File: config.mk
export PLATFORM = sky130hd
export DESIGN_NAME = keypad_timer_input
export DESIGN_NICKNAME = d
export VERILOG_FILES = /design/src/rtl/keypad_timer_input_pkg.sv /design/src/rtl/keypad_timer_input_tick_divider.sv /design/src/rtl/keypad_timer_input.sv
export SDC_FILE = /design/constraint.sdc
export NUM_CORES = 1
export LEC_CHECK = 0
export CAP_MARGIN = 20
export CORE_ASPECT_RATIO = 0.7
export CORE_MARGIN = 10
export CORE_UTILIZATION = 45
export DETAILED_ROUTE_END_ITERATION = 10
export PLACE_DENSITY = 0.66
export SLEW_MARGIN = 30
export SYNTH_ARGS = -nofsm -noshare
export SYNTH_HDL_FRONTEND = slang
export SYNTH_SLANG_ARGS = --single-unit
File: constraint.sdc
create_clock -name clk -period 3.05 [get_ports clk]
set_input_delay 0.61 -clock clk [delete_from_list [all_inputs] [get_ports clk]]
set_output_delay 0.61 -clock clk [all_outputs]
set_load 0.03 [all_outputs]
File: src/rtl/keypad_timer_input_pkg.sv
// Shared types and sizing helpers for the microwave keypad/timer front end.
package keypad_timer_input_pkg;

    typedef enum logic [1:0] {
        StIdle,
        StDebounce,
        StHeld,
        StRelease
    } kt_state_e;

    localparam logic ModeEntry = 1'b0;
    localparam logic ModeCount = 1'b1;

    // Counter width able to hold 0..v; never narrower than one bit.
    function automatic int unsigned cnt_width(input int unsigned v);
        return (v == 0) ? 1 : $clog2(v + 1);
    endfunction

    function automatic int unsigned code_width(input int unsigned n);
        return (n <= 2) ? 1 : $clog2(n);
    endfunction

endpackage

File: src/rtl/keypad_timer_input_tick_divider.sv
// Free-running clock divider: one-cycle tick every DIV clocks, shared with the cooking timer.
module tick_divider
    import keypad_timer_input_pkg::*;
#(
    parameter int unsigned DIV = 100
) (
    input  logic clk,
    input  logic clearn,
    output logic tick
);

    localparam int unsigned CW = cnt_width(DIV);

    logic [CW-1:0] cnt_q;

    assign tick = (cnt_q == CW'(DIV - 1));

    always_ff @(posedge clk or negedge clearn) begin
        if (!clearn) begin
            cnt_q <= '0;
        end else if (tick) begin
            cnt_q <= '0;
        end else begin
            cnt_q <= cnt_q + 1'b1;
        end
    end

endmodule

File: src/rtl/keypad_timer_input.sv
// Keypad front end: sync, priority encode, debounce FSM and digit strobe; in count
// mode pgt_1Hz carries the divided tick instead of key strobes.
module keypad_timer_input
    import keypad_timer_input_pkg::*;
#(
    parameter int unsigned NUM_KEYS     = 10,
    parameter int unsigned CLK_DIV      = 100,
    parameter int unsigned DEBOUNCE_CYC = 4,
    parameter int unsigned REPEAT_CYC   = 0,
    localparam int unsigned CODE_W      = code_width(NUM_KEYS)
) (
    input  logic                clk,
    input  logic                clearn,
    input  logic [NUM_KEYS-1:0] keypad,
    input  logic                enablen,
    output logic                loadn,
    output logic [CODE_W-1:0]   D,
    output logic                pgt_1Hz
);

    localparam int unsigned DB_W     = cnt_width(DEBOUNCE_CYC);
    localparam int unsigned REP_W    = cnt_width(REPEAT_CYC);
    localparam int unsigned REP_LAST = (REPEAT_CYC > 0) ? REPEAT_CYC - 1 : 0;

    logic [NUM_KEYS-1:0] sync1_q, sync2_q;
    logic [CODE_W-1:0]   enc_code;
    logic                any_key;
    logic                tick;
    logic                strobe;

    kt_state_e           state_q;
    logic [CODE_W-1:0]   code_q;
    logic [DB_W-1:0]     stable_cnt_q;
    logic [REP_W-1:0]    rep_cnt_q;

    tick_divider #(
        .DIV (CLK_DIV)
    ) u_tick_divider (
        .clk    (clk),
        .clearn (clearn),
        .tick   (tick)
    );

    // Highest asserted index wins.
    always_comb begin
        enc_code = '0;
        for (int i = 0; i < NUM_KEYS; i++) begin
            if (sync2_q[i]) begin
                enc_code = CODE_W'(i);
            end
        end
    end

    assign any_key = |sync2_q;

    always_comb begin
        strobe = 1'b0;
        if (enablen == ModeEntry) begin
            case (state_q)
                StDebounce: strobe = any_key && (enc_code == code_q) &&
                                     (stable_cnt_q == DB_W'(DEBOUNCE_CYC));
                StHeld:     strobe = (REPEAT_CYC > 0) && any_key &&
                                     (rep_cnt_q == REP_W'(REP_LAST));
                default:    strobe = 1'b0;
            endcase
        end
    end

    always_ff @(posedge clk or negedge clearn) begin
        if (!clearn) begin
            sync1_q      <= '0;
            sync2_q      <= '0;
            state_q      <= StIdle;
            code_q       <= '0;
            stable_cnt_q <= '0;
            rep_cnt_q    <= '0;
            loadn        <= 1'b1;
            D            <= '0;
            pgt_1Hz      <= 1'b0;
        end else begin
            sync1_q <= keypad;
            sync2_q <= sync1_q;
            loadn   <= ~strobe;
            // In entry mode the tick is dropped so only key strobes reach pgt_1Hz.
            pgt_1Hz <= (enablen == ModeCount) ? tick : strobe;
            if (strobe) begin
                D <= code_q;
            end

            if (enablen == ModeCount) begin
                state_q      <= StIdle;
                stable_cnt_q <= '0;
                rep_cnt_q    <= '0;
            end else begin
                case (state_q)
                    StIdle: begin
                        if (any_key) begin
                            state_q      <= StDebounce;
                            code_q       <= enc_code;
                            stable_cnt_q <= DB_W'(1);
                        end
                    end
                    StDebounce: begin
                        if (!any_key) begin
                            state_q      <= StIdle;
                            stable_cnt_q <= '0;
                        end else if (enc_code != code_q) begin
                            code_q       <= enc_code;
                            stable_cnt_q <= DB_W'(1);
                        end else if (strobe) begin
                            state_q   <= StHeld;
                            rep_cnt_q <= '0;
                        end else begin
                            stable_cnt_q <= stable_cnt_q + 1'b1;
                        end
                    end
                    StHeld: begin
                        // Code changes while held are ignored: no rollover.
                        if (!any_key) begin
                            state_q      <= StRelease;
                            stable_cnt_q <= DB_W'(1);
                        end else if (REPEAT_CYC > 0) begin
                            if (rep_cnt_q == REP_W'(REP_LAST)) begin
                                rep_cnt_q <= '0;
                            end else begin
                                rep_cnt_q <= rep_cnt_q + 1'b1;
                            end
                        end
                    end
                    StRelease: begin
                        if (any_key) begin
                            state_q <= StHeld;
                        end else if (stable_cnt_q == DB_W'(DEBOUNCE_CYC)) begin
                            state_q      <= StIdle;
                            stable_cnt_q <= '0;
                        end else begin
                            stable_cnt_q <= stable_cnt_q + 1'b1;
                        end
                    end
                    default: state_q <= StIdle;
                endcase
            end
        end
    end

endmodule

Word-level counts from Yosys, hierarchy flattened
Cells that the tools add are included.
{ "classes": {"n_reduce_logical": 8, "add_sub_neg": 2, "n_eq_ne": 17, "bitwise_logic": 2, "muxes": 35} }
{ "ops": {"columns": ["cell", "count"], "rows": [
  ["$mux 4", 8],
  ["$mux 3", 9],
  ["$mux 2", 10],
  ["$ne 4x4->1 const B", 3],
  ["$pmux 3 s4", 1],
  ["$reduce_and 5->1", 2],
  ["$reduce_or 10->1", 1],
  ["$ne 3x3->1 const B", 3],
  ["$pmux 2 s4", 1],
  ["$pmux 4 s2", 1],
  ["$add 7x1->7 const B", 1],
  ["$eq 7x7->1 const B", 1],
  ["$mux 7", 1],
  ["$ne 2x2->1 const B", 3],
  ["$ne 5x5->1 const B", 1],
  ["$eq 2x2->1 const B", 2],
  ["$eq 4x4->1", 1],
  ["$mux 1", 4],
  ["$ne 4x4->1", 1],
  ["$reduce_and 4->1", 1],
  ["$add 3x1->3 const B", 1],
  ["$eq 3x3->1 const B", 1],
  ["$eq 2x1->1 const B", 1],
  ["$logic_and 1x1->1", 2],
  ["other kinds (3)", 4]
]} }
{ "word_totals": {"regBits": 42, "out_inout_bits": 6, "elab_cells": 73, "inputBits": 13} }

Depth between registers and ports, before layout
{ "logic_depth": {"ltp_word": 19, "mapped_depth": 7, "ltp_nobuf": 7} }

By module
Synthesis repeated with hierarchy kept, for this count alone.
{ "unflattened": {"hier_cells": 147, "area_unflattened_um2": 1811.7} }
{ "by_module_without_submodules": {"columns": ["mod", "cells_each", "seq_area_each_um2", "area_each_um2", "instances"], "rows": [
  ["keypad_timer_input", 118, 877.1, 1466.4, 1],
  ["tick_divider", 29, 175.2, 345.3, 1]
]} }

Worst setup path after synthesis
Ideal clock, no wire load.
{ "synth_path": {"kind": "register -> register", "start": "register sync2_q[4]", "end": "register code_q[2]", "synth_period_minus_slack_ns": 2.183, "arrival_ns": 2.055, "stages_incl_launch_ff": 7, "setup_slack_ns": 0.867, "cell_sequence": "dfrtp_1 -> nor2b_1 -> a211o_1 -> a311o_1 -> or3_4 -> o21ai_4 -> mux2_1"} }
{ "synth_via": {"elab_chain_cells": 9, "elab_cells_between_ends": 16, "cone_classes": "eq/ne (4); mux (10); reduce/logical (2)"} }
{ "synth_rtl": {"columns": ["item", "line", "text"], "rows": [
  ["start: declaration", "keypad_timer_input.sv:25", "logic [NUM_KEYS-1:0] sync1_q, sync2_q;"],
  ["start signal: assignment", "keypad_timer_input.sv:82", "sync2_q <= sync1_q;"],
  ["$mux 3", "keypad_timer_input.sv:48", "if (sync2_q[i]) begin"],
  ["$mux 4 (5 in a row)", "keypad_timer_input.sv:48", null],
  ["$ne 4x4->1 or $mux 4 (tied branches)", "keypad_timer_input.sv:107", "end else if (enc_code != code_q) begin"],
  ["$ne 2x2->1 (no line) or $mux 4 (tied branches)", null, null],
  ["$reduce_and 5->1 (no line) or $pmux 4 s2 (tied branches)", null, null],
  ["end signal: assignment", "keypad_timer_input.sv:99", "code_q <= enc_code;"],
  ["end signal: assignment", "keypad_timer_input.sv:108", "code_q <= enc_code;"],
  ["end: declaration", "keypad_timer_input.sv:32", "logic [CODE_W-1:0] code_q;"]
]} }
Parallel ways exist; a longest one is shown, timed or not. The select of a mux whose other input is x is not followed.
A chain may end at the register's enable or synchronous reset.

Worst setup path in the final report
Ends and elaborated chain as after synthesis.

==> impl_metrics.csv <==
group,metric,value,unit
routing,route.detailed.drc,0,
pwr,ir_drop,0.281,mV
clocking,cts_tree,"built",
sta,fin_tns_setup,0,ps
cells_and_area,finalNonFillerCells,219,
worst_setup_path,startpoint_type,"register",
cells_and_area,syn2layout_area_growth,18.9,%
routing,detail-route-antenna-nets,0,
sta,rsz0062_at_grt,"no",
place,dp_hpwl,2.37,mm
synthesis,ys.warnings.count,0,
clocking,htreeDepth,2,
cells_and_area,utilization,57.1,%
place,numPlacedInstances,212,
routing,drtIter0Drc,51,
synthesis,syn_area_per_cell,12.1,um^2
clocking,cts-buffers-inserted,5,
floorplanning,io_pins,19,
synthesis,yosysUniqueCellTypes,42,
pwr,p_total,1.02,mW
routing,wl,3.14,mm
clocking,cts_root_buf,"clkbuf_8",
worst_setup_path,worstPathRequired,3210,ps
synthesis,synth_most_common_cell,"dfrtp_1",
synthesis,netlist_area,1730,um^2
sta,layout_min_cycle_time,2360,ps
synthesis,synth_top_cell_by_area,"dfrtp_1",
synthesis,ys_ff_latch,42,
sta,relSlewSlack,52.9,%
worst_setup_path,cp_max_fo,6,
sta,fin_crit_sh,77.4,%
routing,viasPerCell,5.34,
worst_setup_path,rr_worst_depth,6,
routing,drtPass1Iterations,6,
sta,fin_skew,4.46,ps
sta,maxSlewViolCount,0,
sta,worstMarginPinSlew,699,ps
global_route,grt_util_all_layers,9.86,%
clocking,cts_resized,0,
status,status,"complete, no violations",
synthesis,synth_nets,159,
floorplanning,chipHeight,71.9,um
worst_setup_path,worstPathArrival,2520,ps
synthesis,synth-edff-count,0,
sta,fmax,424,MHz
global_route,grt_max_degree,43,
clocking,clock_latency,280,ps
sta,setup_viol,0,
sta,hold_violations,0,
place,port_buffers,18,
synthesis,synthTopCellsByArea,"dfrtp_1 59%, nor2_1 3.3%, ha_1 2.2%",
synthesis,synth_top_flop_cell,"dfrtp_1",
cells_and_area,fillerInstances,306,
floorplanning,core_area,3600,um^2
floorplanning,rows,18,
worst_setup_path,crit_type,"register to register",
routing,avgRoutedWirePerCell,14.4,um
synthesis,synth_top_area_share,59.3,%
floorplanning,die_x,94.1,um
global_route,grt_pass1_wl,5.34,mm
cells_and_area,drive_gt1_share,13.0,%
clocking,clockBufferDepth,2,
sta,holdWs,298,ps
global_route,gr-total-overflow,0,
place,gp_congestion,0.820,
worst_setup_path,crit_path_end_kind,"register",
floorplanning,dieArea,6760,um^2
routing,num_vias,1169,
synthesis,yosysSeqAreaShare,60.8,%
cells_and_area,num_antenna_cells,0,
hold_path,min_path_type,"input port to async pin",
place,place_ws,537,ps
cells_and_area,stdcell_area,2060,um^2
synthesis,synthArstFlopShare,100,%
floorplanning,initial_utilization,48.0,%
clocking,path_clk_slew,70,ps
pwr,power.density,498,nW/um^2
synthesis,synthTopCellsByCount,"41 x dfrtp_1, 15 x nor2_1, 10 x inv_1",
clocking,postCtsSetupRepairBufs,0,
clocking,postCtsHoldBufs,0,
place,placed_cell_area,1980,um^2
global_route,grt_pass1_vias,1170,
global_route,antenna_found_initial,0,
sta,fin_ws,689,ps
flow_run,max_cap_viol_count,0,
cells_and_area,layout.nets,185,
synthesis,synth_cells,143,
clocking,cts.sinks,42,
pwr,leakagePower,0.883,nW
-- layer usage --
metal,GRT usage [%],wire [um],vias to the layer above
li1,-,-,563
met1,11.1,1430,576
met2,16.8,1520,24
met3,3.54,149,6
met4,3.53,43,0
met5,0,0,-
-- final timing paths --
path                       startpoint         end  slack (ps)
max                        sync2_q[4]   code_q[2]         690
min                            clearn  sync2_q[1]         300
max reg2reg                sync2_q[4]   code_q[2]         690
min reg2reg                sync1_q[4]  sync2_q[4]         350
max in group asynchronous      clearn       loadn        2390
min in group clk           sync1_q[4]  sync2_q[4]         350
-- critical path, cell delays in order (launching register included) --
cell and delay, ps:
dfrtp_1 420, nor4_4 450, xnor2_1 130, o31a_1 300, or3_4 410, o21ai_4 190
mux2_1 350
-- area by class of cell --
| class | instances | area [um^2] | area share (%) |
|---|---|---|---|
| Inverter | 10 | 37.5 | 1.82 |
| Tap cell | 50 | 62.6 | 3.04 |
| Clock buffer | 5 | 68.8 | 3.35 |
| Multi-Input combinational cell | 91 | 641 | 31.1 |
| Timing Repair Buffer | 19 | 185 | 9.00 |
| Sequential cell | 42 | 1050 | 51.2 |
| Clock inverter | 2 | 10.0 | 0.487 |
-- layout by cell type (no fill, tap or decap), types with 3 or more instances in the layout --
cell | synthesis | final
inv_1 | 10 | 10
clkdlybuf4s50_1 | 0 | 17
nand2_1 | 8 | 8
o21ai_0 | 6 | 6
nand3_1 | 4 | 4
nor2_1 | 15 | 15
nand4_1 | 3 | 3
ha_1 | 3 | 3
xnor2_1 | 3 | 3
mux2_2 | 3 | 3
a21o_1 | 3 | 3
dfrtp_1 | 41 | 41
clkbuf_8 | 0 | 5
-- logic make-up (layout without fill, tap and decap cells) --
group	count (synthesis)	in the layout	synth area share, %
buf+inv	10	36	2.17
mux	7	7	4.41
simple gates	48	48	15.3
compound gates	28	28	12.6
xor+xnor	5	5	2.53
fa+ha+maj	3	3	2.17
flops	42	42	60.8
-- registers in the layout, summed over array words and instances, names as in the netlist --
name	count
loadn	1
stable_cnt_q	3
code_q	4
sync2_q	10
state_q	2
u_tick_divider.cnt_q	7
D	4
pgt_1Hz	1
sync1_q	10
-- report_power, final --
| part | total, mW | switching, mW | internal [mW] |
|---|---|---|---|
| clock | 0.323 | 0.169 | 0.153 |
| sequential | 0.601 | 0.0206 | 0.580 |
| combinational | 0.101 | 0.0545 | 0.0466 |
(Power assumes the default switching activity.)
